## src/rtl/fifo_tree_pkg.sv

```systemverilog
// Shared types and constants for the FIFO tree scheduler.
// Holds the scheduler state enum, tree geometry and a popcount helper.
package fifo_tree_pkg;

  typedef enum logic [1:0] {
    IDLE,
    LOAD,
    RECOVER
  } sched_state_t;

  localparam int LOAD_CYCLES = 5;
  localparam int TREE_GROUPS = 4;
  localparam int GROUP_SIZE  = 5;

  function automatic int popcount(
    input logic [TREE_GROUPS*GROUP_SIZE-1:0] m
  );
    int n;
    n = 0;
    for (int i = 0; i < TREE_GROUPS*GROUP_SIZE; i++)
      n += int'(m[i]);
    return n;
  endfunction

endpackage

```

## src/rtl/fifo_tree_sched_if.sv

```systemverilog
// Bundle of batch, tree and consumer signals around the scheduler.
// slave: scheduler side; master: fetch stage, tree and consumer side.
interface fifo_tree_sched_if #(
  parameter int CW = 36,
  parameter int CC = 20,
  parameter int OW = 7
);
  logic [CW*CC-1:0] batch_clauses_i;
  logic [CC-1:0]    batch_mask_i;
  logic             batch_req_i;
  logic             batch_ack_o;
  logic             flush_i;
  logic [CW*CC-1:0] tree_clauses_o;
  logic [CC-1:0]    tree_mask_o;
  logic             tree_wren_o;
  logic             tree_rden_o;
  logic             tree_cof_o;
  logic             tree_empty_i;
  logic             tree_of_i;
  logic [CW-1:0]    tree_clause_i;
  logic [CW-1:0]    clause_o;
  logic             clause_valid_o;
  logic             clause_ready_i;
  logic             busy_o;
  logic             of_event_o;
  logic [OW-1:0]    occ_o;

  modport slave (
    input  batch_clauses_i, batch_mask_i,
    input  batch_req_i, flush_i,
    input  tree_empty_i, tree_of_i,
    input  tree_clause_i, clause_ready_i,
    output batch_ack_o, tree_clauses_o,
    output tree_mask_o, tree_wren_o,
    output tree_rden_o, tree_cof_o,
    output clause_o, clause_valid_o,
    output busy_o, of_event_o, occ_o
  );

  modport master (
    output batch_clauses_i, batch_mask_i,
    output batch_req_i, flush_i,
    output tree_empty_i, tree_of_i,
    output tree_clause_i, clause_ready_i,
    input  batch_ack_o, tree_clauses_o,
    input  tree_mask_o, tree_wren_o,
    input  tree_rden_o, tree_cof_o,
    input  clause_o, clause_valid_o,
    input  busy_o, of_event_o, occ_o
  );
endinterface

```

## src/rtl/fifo_sched_skid.sv

```systemverilog
// Circular valid/ready skid buffer with synchronous flush.
// Ports: clk, reset, clear, push/din in, ready/dout/valid out, count.
module fifo_sched_skid #(
  parameter int DEPTH = 4,
  parameter int W     = 36,
  parameter int CW    = $clog2(DEPTH + 1)
) (
  input  logic          clk,
  input  logic          reset,
  input  logic          clear,
  input  logic          push,
  input  logic [W-1:0]  din,
  input  logic          ready,
  output logic [W-1:0]  dout,
  output logic          valid,
  output logic [CW-1:0] count
);
  localparam int AW = (DEPTH > 1) ? $clog2(DEPTH) : 1;

  logic [W-1:0]  mem [DEPTH];
  logic [AW-1:0] rd_ptr;
  logic [AW-1:0] wr_ptr;
  logic          pop;

  function automatic logic [AW-1:0] nxt(
    input logic [AW-1:0] p
  );
    return (p == AW'(DEPTH - 1)) ? '0 : p + AW'(1);
  endfunction

  assign valid = (count != '0);
  assign pop   = valid && ready;
  // Empty head reads as zero so the port is clean out of reset.
  assign dout  = valid ? mem[rd_ptr] : '0;

  always_ff @(posedge clk) begin
    if (reset || clear) begin
      rd_ptr <= '0;
      wr_ptr <= '0;
      count  <= '0;
    end else begin
      if (push) begin
        mem[wr_ptr] <= din;
        wr_ptr      <= nxt(wr_ptr);
      end
      if (pop)
        rd_ptr <= nxt(rd_ptr);
      count <= count + CW'(push) - CW'(pop);
    end
  end

endmodule

```

## src/rtl/fifo_tree_sched.sv

```systemverilog
// Batch admission, load pacing, drain and OF/flush recovery for a FIFO tree.
// Ports: clk, reset (sync, high), bus (slave); stats via FIFO_SCHED_STATS_EN.
module fifo_tree_sched
  import fifo_tree_pkg::*;
#(
  parameter int CLAUSE_COUNT = 20,
  parameter int CLAUSE_WIDTH = 36,
  parameter int OCC_LIMIT    = 24,
  parameter int RD_LAT       = 1,
  parameter int SKID_DEPTH   = 4,
  parameter int OW = $clog2(OCC_LIMIT + CLAUSE_COUNT) + 1
) (
  input logic clk,
  input logic reset,
  fifo_tree_sched_if.slave bus
`ifdef FIFO_SCHED_STATS_EN
  ,
  output logic [31:0] batch_count_o,
  output logic [31:0] clause_in_count_o,
  output logic [31:0] clause_out_count_o,
  output logic [15:0] of_count_o
`endif
);
  localparam int SCW = $clog2(SKID_DEPTH + 1);

  sched_state_t      state;
  logic [2:0]        load_cnt;
  logic [OW-1:0]     occ;
  logic [OW-1:0]     pop_cnt;
  logic [OW-1:0]     occ_sum;
  logic [OW-1:0]     occ_next;
  logic [RD_LAT-1:0] rd_pipe;
  logic [SCW-1:0]    skid_count;
  logic              ack;
  logic              wren;
  logic              cof;
  logic              of_ev;
  logic              flush_drop;
  logic              rden;
  logic              accept;
  logic              skid_clear;
  logic [CLAUSE_WIDTH*CLAUSE_COUNT-1:0] clauses_q;
  logic [CLAUSE_COUNT-1:0] mask_q;
  int                inflight;

  always_comb begin
    inflight = 0;
    for (int i = 0; i < RD_LAT; i++)
      inflight += int'(rd_pipe[i]);
  end

  assign pop_cnt = OW'(popcount(bus.batch_mask_i));

  // Space is reserved for reads still in flight.
  assign rden = !reset && !bus.tree_empty_i
             && (int'(skid_count) + inflight < SKID_DEPTH);

  // ack gates a re-accept while the requester has not yet dropped req.
  assign accept = (state == IDLE) && bus.batch_req_i
               && !ack && !bus.tree_of_i && !bus.flush_i
               && (occ + pop_cnt <= OW'(OCC_LIMIT));

  assign occ_sum  = occ + (accept ? pop_cnt : '0);
  assign occ_next = (rden && occ_sum != '0)
                  ? occ_sum - OW'(1) : occ_sum;

  // A flush keeps discarding tree data until recovery completes.
  assign skid_clear = bus.flush_i || flush_drop;

  fifo_sched_skid #(
    .DEPTH (SKID_DEPTH),
    .W     (CLAUSE_WIDTH)
  ) u_skid (
    .clk   (clk),
    .reset (reset),
    .clear (skid_clear),
    .push  (rd_pipe[RD_LAT-1]),
    .din   (bus.tree_clause_i),
    .ready (bus.clause_ready_i),
    .dout  (bus.clause_o),
    .valid (bus.clause_valid_o),
    .count (skid_count)
  );

  always_ff @(posedge clk) begin
    if (reset) begin
      state      <= IDLE;
      load_cnt   <= '0;
      occ        <= '0;
      rd_pipe    <= '0;
      ack        <= 1'b0;
      wren       <= 1'b0;
      cof        <= 1'b0;
      of_ev      <= 1'b0;
      flush_drop <= 1'b0;
      clauses_q  <= '0;
      mask_q     <= '0;
    end else begin
      ack   <= 1'b0;
      wren  <= 1'b0;
      cof   <= 1'b0;
      of_ev <= 1'b0;
      occ   <= occ_next;
      rd_pipe[0] <= rden;
      for (int i = 1; i < RD_LAT; i++)
        rd_pipe[i] <= rd_pipe[i-1];
      if (bus.flush_i) begin
        state      <= RECOVER;
        flush_drop <= 1'b1;
      // OF may still read high while the cof pulse takes effect.
      end else if (bus.tree_of_i && state != RECOVER && !cof) begin
        state <= RECOVER;
        of_ev <= 1'b1;
      end else begin
        unique case (state)
          IDLE: begin
            if (accept) begin
              ack       <= 1'b1;
              clauses_q <= bus.batch_clauses_i;
              mask_q    <= bus.batch_mask_i;
              if (bus.batch_mask_i != '0) begin
                wren     <= 1'b1;
                state    <= LOAD;
                load_cnt <= 3'(LOAD_CYCLES - 1);
              end
            end
          end
          LOAD: begin
            if (load_cnt == '0)
              state <= IDLE;
            else
              load_cnt <= load_cnt - 3'd1;
          end
          RECOVER: begin
            if (bus.tree_empty_i && inflight == 0) begin
              cof        <= 1'b1;
              occ        <= '0;
              flush_drop <= 1'b0;
              state      <= IDLE;
            end
          end
          default: state <= IDLE;
        endcase
      end
    end
  end

  assign bus.batch_ack_o    = ack;
  assign bus.tree_clauses_o = clauses_q;
  assign bus.tree_mask_o    = mask_q;
  assign bus.tree_wren_o    = wren;
  assign bus.tree_rden_o    = rden;
  assign bus.tree_cof_o     = cof;
  assign bus.of_event_o     = of_ev;
  assign bus.occ_o          = occ;
  assign bus.busy_o         = (state != IDLE) || (occ != '0);

`ifdef FIFO_SCHED_STATS_EN
  always_ff @(posedge clk) begin
    if (reset) begin
      batch_count_o      <= '0;
      clause_in_count_o  <= '0;
      clause_out_count_o <= '0;
      of_count_o         <= '0;
    end else begin
      if (accept) begin
        batch_count_o     <= batch_count_o + 32'd1;
        clause_in_count_o <= clause_in_count_o + 32'(pop_cnt);
      end
      if (bus.clause_valid_o && bus.clause_ready_i)
        clause_out_count_o <= clause_out_count_o + 32'd1;
      if (of_ev)
        of_count_o <= of_count_o + 16'd1;
    end
  end
`endif

endmodule

```

## src/flat_wrapper.sv

```systemverilog
// flat-port wrapper written by rule: the top's interface ports become plain ports
module fifo_tree_sched_flat import fifo_tree_pkg::*;
#(
  parameter int CLAUSE_COUNT = 20,
  parameter int CLAUSE_WIDTH = 36,
  parameter int OCC_LIMIT    = 24,
  parameter int RD_LAT       = 1,
  parameter int SKID_DEPTH   = 4,
  parameter int OW = $clog2(OCC_LIMIT + CLAUSE_COUNT) + 1
)
  (clk, reset, bus_batch_clauses_i, bus_batch_mask_i, bus_batch_req_i, bus_flush_i, bus_tree_empty_i, bus_tree_of_i, bus_tree_clause_i, bus_clause_ready_i, bus_batch_ack_o, bus_tree_clauses_o, bus_tree_mask_o, bus_tree_wren_o, bus_tree_rden_o, bus_tree_cof_o, bus_clause_o, bus_clause_valid_o, bus_busy_o, bus_of_event_o, bus_occ_o);
  fifo_tree_sched_if #(.CW((36)), .CC((20)), .OW(OW)) bus_i ();
  input logic clk;
  input logic reset;
  input wire logic [$bits(bus_i.batch_clauses_i)-1:0] bus_batch_clauses_i;
  input wire logic [$bits(bus_i.batch_mask_i)-1:0] bus_batch_mask_i;
  input wire logic [$bits(bus_i.batch_req_i)-1:0] bus_batch_req_i;
  input wire logic [$bits(bus_i.flush_i)-1:0] bus_flush_i;
  input wire logic [$bits(bus_i.tree_empty_i)-1:0] bus_tree_empty_i;
  input wire logic [$bits(bus_i.tree_of_i)-1:0] bus_tree_of_i;
  input wire logic [$bits(bus_i.tree_clause_i)-1:0] bus_tree_clause_i;
  input wire logic [$bits(bus_i.clause_ready_i)-1:0] bus_clause_ready_i;
  output wire logic [$bits(bus_i.batch_ack_o)-1:0] bus_batch_ack_o;
  output wire logic [$bits(bus_i.tree_clauses_o)-1:0] bus_tree_clauses_o;
  output wire logic [$bits(bus_i.tree_mask_o)-1:0] bus_tree_mask_o;
  output wire logic [$bits(bus_i.tree_wren_o)-1:0] bus_tree_wren_o;
  output wire logic [$bits(bus_i.tree_rden_o)-1:0] bus_tree_rden_o;
  output wire logic [$bits(bus_i.tree_cof_o)-1:0] bus_tree_cof_o;
  output wire logic [$bits(bus_i.clause_o)-1:0] bus_clause_o;
  output wire logic [$bits(bus_i.clause_valid_o)-1:0] bus_clause_valid_o;
  output wire logic [$bits(bus_i.busy_o)-1:0] bus_busy_o;
  output wire logic [$bits(bus_i.of_event_o)-1:0] bus_of_event_o;
  output wire logic [$bits(bus_i.occ_o)-1:0] bus_occ_o;
  assign bus_i.batch_clauses_i = bus_batch_clauses_i;
  assign bus_i.batch_mask_i = bus_batch_mask_i;
  assign bus_i.batch_req_i = bus_batch_req_i;
  assign bus_i.flush_i = bus_flush_i;
  assign bus_i.tree_empty_i = bus_tree_empty_i;
  assign bus_i.tree_of_i = bus_tree_of_i;
  assign bus_i.tree_clause_i = bus_tree_clause_i;
  assign bus_i.clause_ready_i = bus_clause_ready_i;
  assign bus_batch_ack_o = bus_i.batch_ack_o;
  assign bus_tree_clauses_o = bus_i.tree_clauses_o;
  assign bus_tree_mask_o = bus_i.tree_mask_o;
  assign bus_tree_wren_o = bus_i.tree_wren_o;
  assign bus_tree_rden_o = bus_i.tree_rden_o;
  assign bus_tree_cof_o = bus_i.tree_cof_o;
  assign bus_clause_o = bus_i.clause_o;
  assign bus_clause_valid_o = bus_i.clause_valid_o;
  assign bus_busy_o = bus_i.busy_o;
  assign bus_of_event_o = bus_i.of_event_o;
  assign bus_occ_o = bus_i.occ_o;
  fifo_tree_sched #(.CLAUSE_COUNT(CLAUSE_COUNT), .CLAUSE_WIDTH(CLAUSE_WIDTH), .OCC_LIMIT(OCC_LIMIT), .RD_LAT(RD_LAT), .SKID_DEPTH(SKID_DEPTH), .OW(OW)) u_core (.clk(clk), .reset(reset), .bus(bus_i));
endmodule
```

## config.mk

```make
export PLATFORM = sky130hd
export DESIGN_NAME = fifo_tree_sched_flat
export DESIGN_NICKNAME = d
export VERILOG_FILES = /design/src/rtl/fifo_tree_pkg.sv /design/src/rtl/fifo_tree_sched_if.sv /design/src/rtl/fifo_sched_skid.sv /design/src/rtl/fifo_tree_sched.sv /design/src/flat_wrapper.sv
export SDC_FILE = /design/constraint.sdc
export NUM_CORES = 2
export LEC_CHECK = 0
export CAP_MARGIN = 20
export CORE_AREA = 2 2 607 609
export DETAILED_ROUTE_END_ITERATION = 12
export DIE_AREA = 0 0 609 611
export HOLD_SLACK_MARGIN = 0.03
export SLEW_MARGIN = 20
export SYNTH_ARGS = -nofsm -noshare
export SYNTH_HDL_FRONTEND = slang
export SYNTH_SLANG_ARGS = --single-unit
```

## constraint.sdc

```tcl
create_clock -name clk -period 12.5 [get_ports clk]
set_clock_uncertainty 0.1 [all_clocks]
set_input_delay 2.5 -clock clk [delete_from_list [all_inputs] [get_ports clk]]
set_output_delay 2.5 -clock clk [all_outputs]
set_load 0.005 [all_outputs]
```

* After elaboration in Yosys (flattened, before gate mapping)
Memories as Yosys holds them, arrays and structs flattened. A register that Yosys moved wholly into a read port is not among the register bits.
Index checks and enable logic that the tools add are counted.
** Operators by class
- Bitwise logic cells :: 5
- Multiply operators :: 0
- Magnitude comparators :: 2
- Shift operators :: 0
- Reduce and logical (&&, ||, !) cells :: 42
- Divide/modulo/power cells :: 0
- Equality and inequality tests :: 15
- Muxes and demuxes :: 33
- Add/sub/neg operators :: 28
** Operators by type and width (count)
- 7-bit by 2-bit adder with 7-bit output :: 18
- 7-bit two-way mux :: 6
- 36-bit two-way mux :: 1
- 32-bit logical NOT :: 1
- 32-bit by 4-bit < comparator with 1-bit output, second input constant :: 1
- 2-bit two-way mux :: 10
- 20-bit nonzero test :: 1
- 7-bit adder :: 2
- 7-bit nonzero test :: 2
- 1-bit logical AND :: 12
- 4-bit AND reduction :: 3
- 1-bit two-way mux :: 11
- 3-bit two-way mux :: 3
- 2-bit != test, second input constant :: 4
- 4-bit by 2-bit != test with 1-bit output, second input constant :: 2
- 2-bit nonzero test :: 4
- 4-bit OR reduction :: 2
- 7-bit by 5-bit <= comparator with 1-bit output, second input constant :: 1
- 7-bit by 1-bit subtractor with 7-bit output, second input constant :: 1
- 2-bit == test, second input constant :: 3
- 1-bit logical NOT :: 6
- 2-bit by 1-bit != test with 1-bit output, second input constant :: 3
- 2-bit case mux with 3 select lines :: 1
- 3-bit case mux with 2 select lines :: 1
- other kinds (19) :: 26
** Word-level totals
- Register bits :: 765
- Logic and storage cells :: 141
- ROM bits :: 0
- Memories kept :: 1
- Bits of input ports :: 783
- Bits in latches :: 0
- RAM bits :: 144
- Output and inout port bits :: 790
** Memories
- u_core.u_skid.mem :: depth 4, width 36, read ports 1, clocked after Yosys merged registers in 1, write ports 1, line fifo_sched_skid.sv:20 : logic [W-1:0] mem [DEPTH];

* Longest topological paths before layout
- Depth in word-level cells :: 31
- Gate-level depth with buffers :: 33
- Gate-level depth less buffers :: 31

* Hierarchy
A second synthesis with hierarchy kept.
** Unflattened totals
- Cells, all modules :: 3723
- Area, all modules :: 33245.6 µm²
** By module, submodules not included
- fifo_tree_sched :: area an instance 27247.4 µm², cells an instance 3447, sequential area each 15174.6 µm², times used 1
- fifo_sched_skid :: area an instance 5998.3 µm², cells an instance 276, sequential area each 4504.3 µm², times used 1

* Worst setup path after synthesis
OpenSTA, ideal clock, no wires.
- Kind :: in2reg
- Start point :: input port bus_batch_mask_i[0]
- End point :: register u_core.occ[0], in the netlist u_core.bus.occ_o[0]
- Cell stages on the path :: 30
- Library setup time :: 123 ps
- Setup slack :: 2357 ps
- Buffers on the path :: 2
- Data required time :: 12277 ps
- Data arrival time :: 9920 ps
- Cells stage by stage :: inv_1 ha_1 inv_1 fa_1 inv_1 fa_1 fa_1 inv_1 fa_1 fa_1 fa_1 fa_1 xnor2_1 ha_1 and3b_1 o21ba_2 xnor2_1 o2111ai_2 clkbuf_1 clkbuf_1 nor2_1 ha_1 inv_1 fa_1 nor2b_1 o311a_1 a22oi_1 or4_1 o21ai_1 mux2_1
** On the way
- Longest elaborated chain between the ends :: 31
- Elaborated cells on any way between the ends :: 32
- Those cells by class :: add/sub (22); order compare (1); mux (6); reduce/logical (3)
** Ends and longest elaborated chain
- start, declared :: line flat_wrapper.sv:16 : input wire logic [$bits(bus_i.batch_mask_i)-1:0] bus_batch_mask_i;
- 1-bit by 1-bit adder with 2-bit output * :: line fifo_tree_pkg.sv:21 : n += int'(m[i]);
- 7-bit by 2-bit adder with 7-bit output * (18 in series) :: line fifo_tree_pkg.sv:21
- 7-bit adder :: line fifo_tree_sched.sv:61 : && (occ + pop_cnt <= OW'(OCC_LIMIT));
- 7-bit by 5-bit <= comparator with 1-bit output :: line fifo_tree_sched.sv:61
- 1-bit logical AND :: line fifo_tree_sched.sv:61
- 7-bit two-way mux * :: line fifo_tree_sched.sv:63 : assign occ_sum = occ + (accept ? pop_cnt : '0);
- 7-bit adder * :: line fifo_tree_sched.sv:63
- parallel branches: the longest is 2 deep, another holds 7-bit by 1-bit subtractor with 7-bit output
- 7-bit two-way mux * :: line fifo_tree_sched.sv:65 : ? occ_sum - OW'(1) : occ_sum;
- 7-bit two-way mux :: line fifo_tree_sched.sv:135 : if (bus.tree_empty_i && inflight == 0) begin
- 7-bit two-way mux :: line fifo_tree_sched.sv:115 : unique case (state)
- 7-bit two-way mux :: line fifo_tree_sched.sv:111 : end else if (bus.tree_of_i && state != RECOVER && !cof) begin
- 7-bit two-way mux * :: line fifo_tree_sched.sv:107 : if (bus.flush_i) begin
- end signal, assigned :: line fifo_tree_sched.sv:103 : occ <= occ_next;
- end, declared :: line fifo_tree_sched.sv:28 : logic [OW-1:0] occ;
Every way passes the cells marked *.
A chain may end at the register's enable or synchronous reset.

* Final worst setup path
Ends and elaborated chain as after synthesis.

==> flow_metrics.py <==
metrics = {
    "cts": {
        "numCtsBuffers": 123,
        "cts_buffer_depth": 4,
        "cts_resized": 0,
        "cts_tree": "built",
        "cts_hold_buf": 0,
        "root_buffer": "clkbuf_16",
        "cts.sinks": 911,
        "clk_latency_ns": 0.93,
        "clk_pin_slew_ns": 0.06,
        "postCtsSetupRepairBufs": 0,
        "htreeDepth": 3,
    },
    "critical_path": {
        "startpoint_type": "input pin",
        "critPathSlowestCell": "or4_1",
        "r2r_setup_slack_ns": 7.58,
        "crit_arrival_ns": 10.75,
        "critPathKind": "in -> reg",
        "rr_worst_depth": 11,
        "r2r-start": "u_core.bus.occ_o[1]",
        "cp-end-kind": "register",
        "path_common_cell": "fa_1",
        "worstPathRequired_ns": 13.21,
        "crit_fanout": 8,
        "rr_endpoint": "u_core.bus.tree_clauses_o[221]",
        "slowest_delay_ns": 0.62,
    },
    "run": {
        "max_cap_viol_count": 0,
    },
    "synthesis": {
        "syn_nets": 4559,
        "post_synth_inst_count": 3727,
        "seq_area_frac_synth_pct": 59.3,
        "synth-edff-count": 144,
        "ys_ff_latch": 911,
        "ys_types": 56,
        "synth.avg_cell_area_um2": 8.90,
        "yosys_warnings": 0,
        "ys.flop_type": "dfxtp_1",
        "syn_area_um2": 33200,
        "async_flop_share_pct": 0,
    },
    "layout": {
        "multi_input_area_um2": 12000,
        "fin_util_pct": 16.0,
        "drive_gt1_share_pct": 5.46,
        "fin_nets": 6024,
        "final_common_cell": "clkdlybuf4s50_1",
        "syn_to_final_growth_pct": 75.9,
        "regArea_um2": 19700,
        "n_fill_cell": 41300,
        "final_area_um2": 58400,
        "final_cell_mix": "clkdlybuf4s50_1 (1571), nand2_1 (1489), dfxtp_1 (766), a21oi_1 (754), edfxtp_1 (144)",
    },
    "placement": {
        "port_buffers": 1572,
        "place_hpwl_um": 288000,
        "place_congestion": 0.924,
        "placed_area_um2": 54000,
    },
    "grt": {
        "overflow": 0,
        "grt_pass1_wl_um": 401000,
        "antenna_found_initial": 348,
        "grt_max_degree": 169,
        "grt_usage_pct": 17.2,
        "grt_pass1_vias": 31600,
    },
    "power": {
        "clock_power_share_pct": 38.8,
        "power_density_nw_per_um2": 167,
        "p_sw_mw": 3.29,
        "power.total_mw": 9.77,
        "comb_power_share_pct": 26.2,
        "intPower_mw": 6.48,
        "switching_share_pct": 33.7,
        "power.leakage_nw": 18.6,
        "ir_drop_uv": 125,
        "seq_power_share_pct": 34.9,
    },
    "worst_hold_path": {
        "hp-class": "reg -> reg",
        "whs_path_depth": 2,
        "holdCritStartpoint": "u_core.bus.tree_clauses_o[13]",
        "holdPathEnd": "u_core.bus.tree_clauses_o[13]",
    },
    "timing": {
        "tns_ns": 0,
        "finalCritPeriodShare_pct": 80.3,
        "tightest_slew_ns": 1.11,
        "fmax_mhz": 99.6,
        "rsz0062_at_grt": "false",
        "slew_headroom_pct": 26.0,
        "slew_viol_final": 0,
        "hold_violations": 0,
        "finalSetupViolCount": 0,
        "min_period_ns": 10.04,
    },
    "floorplan": {
        "core_um2": 365000,
        "initial_utilization_pct": 9.09,
        "die_x_um": 609,
        "die-area_um2": 372000,
        "num_rows": 222,
        "dieHeight_um": 611,
        "io_pins": 1573,
    },
    "routing": {
        "antenna_left": 0,
        "routed_via_density": 3.32,
        "first_pass_iters": 7,
        "num_vias": 33700,
        "drc": 0,
        "routedWlPerCell_um": 33.0,
        "wl_um": 334000,
        "drt_iter0_drc": 2515,
    },
    "run_status": {
        "status": "finished, final reports clean",
    },
}
[registers in the layout, indices dropped and copies added (netlist names), named ones only]
signal                     count
u_core.u_skid.rd_ptr           2
u_core.bus.tree_mask_o        20
u_core.bus.tree_cof_o          1
u_core.state                   2
u_core.bus.occ_o               7
u_core.u_skid.mem            144
u_core.flush_drop              1
u_core.bus.batch_ack_o         1
u_core.bus.of_event_o          1
u_core.bus.tree_wren_o         1
u_core.load_cnt                3
u_core.u_skid.count            3
u_core.u_skid.wr_ptr           2
u_core.rd_pipe                 1
u_core.bus.tree_clauses_o    720
[critical path: cells and delay by family]
family | cells | cell delay, ns
multiplexers | 1 | 0.36
AO/OA/AOI/OAI | 5 | 1.39
AND/OR/NAND/NOR | 4 | 1.03
buffers and inverters | 6 | 0.81
XOR/XNOR | 2 | 0.63
adder cells (fa/ha/maj) | 10 | 4.01
[metal layers]
| metal | GRT usage [%] | share of wire [%] | vias to the layer above |
|---|---|---|---|
| met5 | 0 | 0.082 | - |
| met4 | 6.59 | 4.8 | 42 |
| met3 | 10.4 | 14 | 818 |
| met2 | 29.8 | 49 | 1975 |
| met1 | 16.6 | 33 | 15700 |
| li1 | - | - | 15200 |
[area by class of cell]
cell class                      instances  share of cell area [%]
Timing Repair Buffer                 1605                    27.5
Sequential cell                       911                    33.7
Multi-Input combinational cell       2494                    20.6
Antenna cell                           41                   0.176
Clock buffer                          160                    5.84
Inverter                               57                   0.367
Clock inverter                         65                    1.42
Tap cell                             4816                    10.3
[synthesized netlist by cell type (13+ instances only)]
cell type / count / share of area [%]
a21oi_1: 754 / 11
and2_1: 40 / 0.75
buf_2: 87 / 1.3
buf_6: 23 / 0.78
clkbuf_1: 153 / 1.7
dfxtp_1: 767 / 46
edfxtp_1: 144 / 13
fa_1: 16 / 0.97
ha_1: 33 / 1.2
inv_1: 57 / 0.64
mux4_2: 36 / 2.4
nand2_1: 1489 / 17
nor2_1: 23 / 0.26
nor3_1: 13 / 0.20
[metrics by stage]
step,worst slack [ns],hold WS (ns),cells
global placement,1.57,0.340,9883
detailed placement,1.51,0.346,9883
floorplan,2.36,0.353,3727
CTS,2.53,0.353,10100
global route,2.01,0.363,10100
finish,2.46,0.351,10100
[cells by family (layout without fill, tap and decap cells)]
family | count (synthesis) | in the layout | synth area share (%)
simple gates | 1606 | 1606 | 18.9
flops | 911 | 911 | 59.3
compound gates | 784 | 784 | 12.1
buf+inv | 322 | 1887 | 4.52
fa+ha+maj | 49 | 49 | 2.21
mux | 45 | 45 | 2.73
xor+xnor | 10 | 10 | 0.264
other cells | 0 | 41 | 0
[power by group through the flow]
stage	clock, mW	combinational (mW)	sequential (mW)
finish	3.79	2.56	3.41
CTS	3.92	2.64	3.41
global route	4.01	2.80	3.44
global placement	0	2.63	3.46
floorplan	0	0.946	3.46
detailed placement	0	2.62	3.47
[worst max path at each step]
| stage | slack, ns | from | endpoint |
|---|---|---|---|
| 2_1_floorplan | 2.36 | bus_batch_mask_i[0] | u_core.bus.occ_o[0] |
| 3_3_place_gp | 1.57 | bus_batch_mask_i[1] | u_core.bus.occ_o[0] |
| 3_5_place_dp | 1.51 | bus_batch_mask_i[1] | u_core.bus.occ_o[0] |
| 4_1_cts | 2.53 | bus_batch_mask_i[0] | u_core.bus.tree_clauses_o[221] |
| 5_1_grt | 2.01 | bus_batch_mask_i[1] | u_core.bus.tree_clauses_o[215] |
| 6_report | 2.46 | bus_batch_mask_i[0] | u_core.bus.occ_o[0] |
(Power assumes the default switching activity.)
